[src/rtl/mul_div_unit.sv]
// mul_div_unit: iterative unsigned multiply/divide for the execute stage.
// Radix-2 shift-add multiply or restoring divide, one bit per cycle over W cycles.
// The result is presented as a one-cycle register-file write.
module mul_div_unit #(
    parameter int unsigned W = 16,
    parameter int unsigned D = 4
) (
    input  logic         CLK,
    input  logic         Reset,
    input  logic         start,
    input  logic [1:0]   op,
    input  logic [W-1:0] ReadA,
    input  logic [W-1:0] ReadB,
    input  logic [D-1:0] destReg,
    output logic         busy,
    output logic         done,
    output logic         RegWrite,
    output logic [D-1:0] writeReg,
    output logic [W-1:0] writeValue
);

    localparam int unsigned CW = (W > 1) ? $clog2(W) : 1;

    typedef enum logic [1:0] {
        S_IDLE = 2'd0,
        S_BUSY = 2'd1,
        S_DONE = 2'd2
    } state_t;

    state_t         r_state;
    logic [CW-1:0]  r_cnt;
    logic [1:0]     r_op;
    logic [D-1:0]   r_dest;
    logic [W-1:0]   r_b;
    // r_acc holds the product high half (MUL) or the partial remainder (DIV).
    // r_q holds the product low half (MUL) or the quotient (DIV).
    logic [W-1:0]   r_acc;
    logic [W-1:0]   r_q;

    logic [W:0]     w_mul_sum;
    logic [W-1:0]   w_mul_hi;
    logic [W-1:0]   w_mul_lo;
    logic [W:0]     w_div_sh;
    logic           w_div_ge;
    logic [W-1:0]   w_div_r;
    logic [W-1:0]   w_div_q;
    logic [W-1:0]   w_acc_nxt;
    logic [W-1:0]   w_q_nxt;
    logic [W-1:0]   w_result;

    // One iteration of both algorithms; the latched op picks which one advances.
    // The remainder fits in W bits after every step (it stays below the divisor,
    // or is a pure shift when no subtraction happens), so only W bits are stored.
    always_comb begin
        w_mul_sum = {1'b0, r_acc} + {1'b0, (r_q[0] ? r_b : W'(0))};
        w_mul_hi  = w_mul_sum[W:1];
        w_mul_lo  = {w_mul_sum[0], r_q[W-1:1]};
        w_div_sh  = {r_acc, r_q[W-1]};
        w_div_ge  = (w_div_sh >= {1'b0, r_b});
        w_div_r   = w_div_ge ? (w_div_sh[W-1:0] - r_b) : w_div_sh[W-1:0];
        w_div_q   = {r_q[W-2:0], w_div_ge};
        w_acc_nxt = r_op[1] ? w_div_r : w_mul_hi;
        w_q_nxt   = r_op[1] ? w_div_q : w_mul_lo;
        // MUL/DIVU take the low/quotient half, MULHU/REMU the high/remainder half.
        w_result  = r_op[0] ? w_acc_nxt : w_q_nxt;
    end

    // Control FSM, datapath registers and registered register-file write port.
    always_ff @(posedge CLK or posedge Reset) begin
        if (Reset) begin
            r_state    <= S_IDLE;
            r_cnt      <= '0;
            r_op       <= '0;
            r_dest     <= '0;
            r_b        <= '0;
            r_acc      <= '0;
            r_q        <= '0;
            busy       <= 1'b0;
            done       <= 1'b0;
            RegWrite   <= 1'b0;
            writeReg   <= '0;
            writeValue <= '0;
        end else begin
            case (r_state)
                S_IDLE: begin
                    done       <= 1'b0;
                    RegWrite   <= 1'b0;
                    writeReg   <= '0;
                    writeValue <= '0;
                    if (start) begin
                        r_op    <= op;
                        r_dest  <= destReg;
                        r_b     <= ReadB;
                        r_acc   <= '0;
                        r_q     <= ReadA;
                        r_cnt   <= '0;
                        busy    <= 1'b1;
                        r_state <= S_BUSY;
                    end
                end
                S_BUSY: begin
                    r_acc <= w_acc_nxt;
                    r_q   <= w_q_nxt;
                    r_cnt <= r_cnt + CW'(1);
                    if (r_cnt == CW'(W - 1)) begin
                        done       <= 1'b1;
                        RegWrite   <= (r_dest != '0);
                        writeReg   <= r_dest;
                        writeValue <= w_result;
                        r_state    <= S_DONE;
                    end
                end
                S_DONE: begin
                    busy       <= 1'b0;
                    done       <= 1'b0;
                    RegWrite   <= 1'b0;
                    writeReg   <= '0;
                    writeValue <= '0;
                    r_state    <= S_IDLE;
                end
                default: begin
                    busy       <= 1'b0;
                    done       <= 1'b0;
                    RegWrite   <= 1'b0;
                    writeReg   <= '0;
                    writeValue <= '0;
                    r_state    <= S_IDLE;
                end
            endcase
        end
    end

endmodule

[config.mk]
export PLATFORM = sky130hd
export DESIGN_NAME = mul_div_unit
export DESIGN_NICKNAME = d
export VERILOG_FILES = /design/src/rtl/mul_div_unit.sv
export SDC_FILE = /design/constraint.sdc
export NUM_CORES = 1
export LEC_CHECK = 0
export ABC_AREA = 1
export CAP_MARGIN = 20
export CORE_MARGIN = 8
export CORE_UTILIZATION = 55
export CTS_CLUSTER_DIAMETER = 30
export CTS_CLUSTER_SIZE = 25
export DETAILED_ROUTE_END_ITERATION = 12
export PLACE_DENSITY = 0.78
export SLEW_MARGIN = 20
export SYNTH_ARGS = -nofsm -noshare
export SYNTH_HDL_FRONTEND = slang
export SYNTH_SLANG_ARGS = --single-unit
[constraint.sdc]
create_clock -name CLK -period 2.95 [get_ports CLK]
set_clock_uncertainty 0.1 [all_clocks]
set_input_delay 0.295 -clock CLK [delete_from_list [all_inputs] [get_ports CLK]]
set_output_delay 0.295 -clock CLK [all_outputs]
set_load 0.02 [all_outputs]
==> flow_summary.yaml <==
yosys:
  syn_inst: 904
  yosysUniqueCellTypes: 36
  yosys_most_used_dff: "dfrtp_1"
  syn_avg_cell_area_um2: 6.60
  synthArstFlopShare_pct: 100
  syn_nets: 980
  ys_ff_latch: 83
  syn-cell-area_um2: 5970
  synth_edf_count: 0
  yosysWarnings: 0
  seq_area_frac_synth_pct: 34.8
critical_path:
  critPathSlowestCell: "dfrtp_2"
  crit_arrival_ns: 2.86
  cp_max_fo: 9
  required_ns: 3.13
  crit_chain: "buf_4, nand2_1, inv_1, ha_1, a21oi_1, inv_1, a21oi_1, nor2_1, nor2_1, nand2_1, nand2_1, nand3_1, nand2_1, nand2_1, nand2_1, nand2_1"
  start_kind: "register"
  critPathBufInv: 3
  cp_common_cell: "nand2_1"
  critPathMaxStageDelay_ns: 0.49
  crit_type: "reg2reg"
  endpoint_kind: "register"
  cp_top_family: "simple AND/OR/NAND/NOR gates"
route:
  via_per_inst: 5.35
  drc: 0
  drtIter0Drc: 508
  ant_nets: 0
  wl_per_cell_um: 15.5
  drtPass1Iterations: 6
  dr_total_vias: 5913
  routed_wl_um: 17100
global_routing:
  grt_max_degree: 50
  first_global_vias: 5722
  grt_antenna_before_repair: 0
  grt.overflow.total: 0
  grt_first_pass_wirelength_um: 28300
  grt_use_total_pct: 24.4
layout:
  layout_commonest_cell: "nand2_1"
  antenna_cells: 0
  final_cell_mix: "nand2_1, inv_1, dfrtp_1"
  nets: 1037
  fin_util_pct: 65.2
  drive_above_1_share_pct: 5.18
  area_growth_pct: 16.8
sta:
  maxSlewHeadroom_pct: 28.7
  min_period_ns: 2.69
  rsz0062_at_grt: "no"
  maxSlewViolCount: 0
  tightest_slew_ns: 1.07
  finalHoldViolCount: 0
  setup_viol: 0
  final.setup.tns_ns: 0
  hold-worst-slack_ns: 0.216
  post-route-period-util_pct: 91.0
  max_freq_ghz: 0.372
cts:
  h-tree-depth: 3
  clockBufferDepth: 2
  cts-root-buf: "clkbuf_8"
  cts-buffers-inserted: 9
  cts_tree: "done"
  clk_pin_slew_ns: 0.08
  postCtsHoldBufs: 0
  clock-sinks: 83
  insertion_delay_ns: 0.38
run_status:
  outcome: "complete, no violations"
flow_run:
  maxCapViolations: 0
floorplanning:
  rows: 38
  initial_core_util_pct: 55.8
  die_h_um: 120
  chipWidth_um: 120
  core_um2: 10700
  die-area_um2: 14400
  pin_count: 64
placed_design:
  dp_hpwl_um: 12900
  routabilityCongestion: 0.929
  io_buffers: 63
worst_hold_path:
  hold_path_class: "in2async"
-- state kept, by name, indices dropped and copies added, names as in the netlist --
signal      flops
writeValue     16
r_b            16
r_cnt           4
r_dest          4
r_op            2
r_state         2
writeReg        4
RegWrite        1
done            1
busy            1
r_acc          16
r_q            16
-- routing by layer --
layer,vias up,routed length [um],global-route usage (%)
li1,2962,-,-
met1,2721,7910,32.5
met2,210,7940,39.7
met3,20,946,3.40
met4,0,284,8.74
met5,-,0,0
-- worst paths after layout --
| check | startpoint | endpoint | slack, ns | depth (start not counted) |
|---|---|---|---|---|
| max | r_q[0]$_DFFE_PP0P_ | writeValue[13]$_DFFE_PP0P_ | 0.26 | 16 |
| min | Reset | r_cnt[3]$_DFFE_PP0P_ | 0.22 | 2 |
| max reg2reg | r_q[0]$_DFFE_PP0P_ | writeValue[13]$_DFFE_PP0P_ | 0.26 | 16 |
| min reg2reg | writeReg[0]$_DFFE_PP0P_ | writeReg[0]$_DFFE_PP0P_ | 0.37 | 2 |
| max in group asynchronous | Reset | writeValue[15]$_DFFE_PP0P_ | 1.85 | 3 |
| min in group CLK | writeReg[0]$_DFFE_PP0P_ | writeReg[0]$_DFFE_PP0P_ | 0.37 | 2 |
-- logic make-up after synthesis --
| kind of cell | after synthesis | synth area share (%) |
|---|---|---|
| AO/OA/AOI/OAI | 139 | 12.3 |
| XOR/XNOR | 10 | 1.47 |
| adder cells (fa/ha/maj) | 35 | 7.59 |
| buffers and inverters | 168 | 10.9 |
| flip-flops | 83 | 34.8 |
| multiplexers | 3 | 0.566 |
| AND/OR/NAND/NOR | 466 | 32.3 |
-- cells in the mapped netlist, types with 2 or more instances --
cell type	instances	area share (%)
buf_2	5	0.42
a21oi_1	43	3.6
xnor2_1	4	0.59
nand3b_1	6	0.75
nand4_1	3	0.31
ha_1	33	6.9
fa_1	2	0.67
dfrtp_1	83	35
nor3_1	4	0.34
xor2_1	6	0.88
or2_2	4	0.42
a21o_1	2	0.25
nand3_1	67	5.6
nor2_2	4	0.42
o21ai_0	68	5.7
o21ai_1	3	0.25
inv_2	2	0.13
buf_6	2	0.38
nand2_1	297	19
o31ai_1	2	0.25
nor2_1	70	4.4
clkbuf_1	21	1.3
o22ai_1	19	2.0
nand2_2	5	0.52
inv_1	136	8.6
mux2_2	3	0.57
-- what timing repair did --
action / in CTS / in global routing
setup endpoints to repair: 0 / 6
resized for setup: 0 / 1
buffers inserted: 0 / 3
-- layout make-up --
type	count	area (um^2)
clock inverters	4	73.8
multi-input cells	653	3250
flip-flops and latches	83	2080
inverters	139	523
fillers	986	3730
clock buffers	11	141
well taps	140	175
repair buffers	75	733
-- worst reg2reg max path: stages, from the launching register on --
cell and delay [ns]:
dfrtp_2 0.49, buf_4 0.21, nand2_1 0.07, inv_1 0.07
ha_1 0.35, a21oi_1 0.27, inv_1 0.07, a21oi_1 0.21
nor2_1 0.07, nor2_1 0.13, nand2_1 0.07, nand2_1 0.06
nand3_1 0.06, nand2_1 0.13, nand2_1 0.06, nand2_1 0.11
nand2_1 0.05
-- metrics by stage --
step                      area (um^2)  worst slack [ns]  instances
final                            6970             0.264       1105
after global routing             6970           0.00781       1105
after CTS                        6950            0.0990       1102
after detailed placement         6730             0.117       1087
after global placement           6730             0.173       1087
after floorplan                  5970             0.418        904
Power is not shown: default switching activity piles up to over one toggle a cycle in this logic, so the estimate is an artifact.
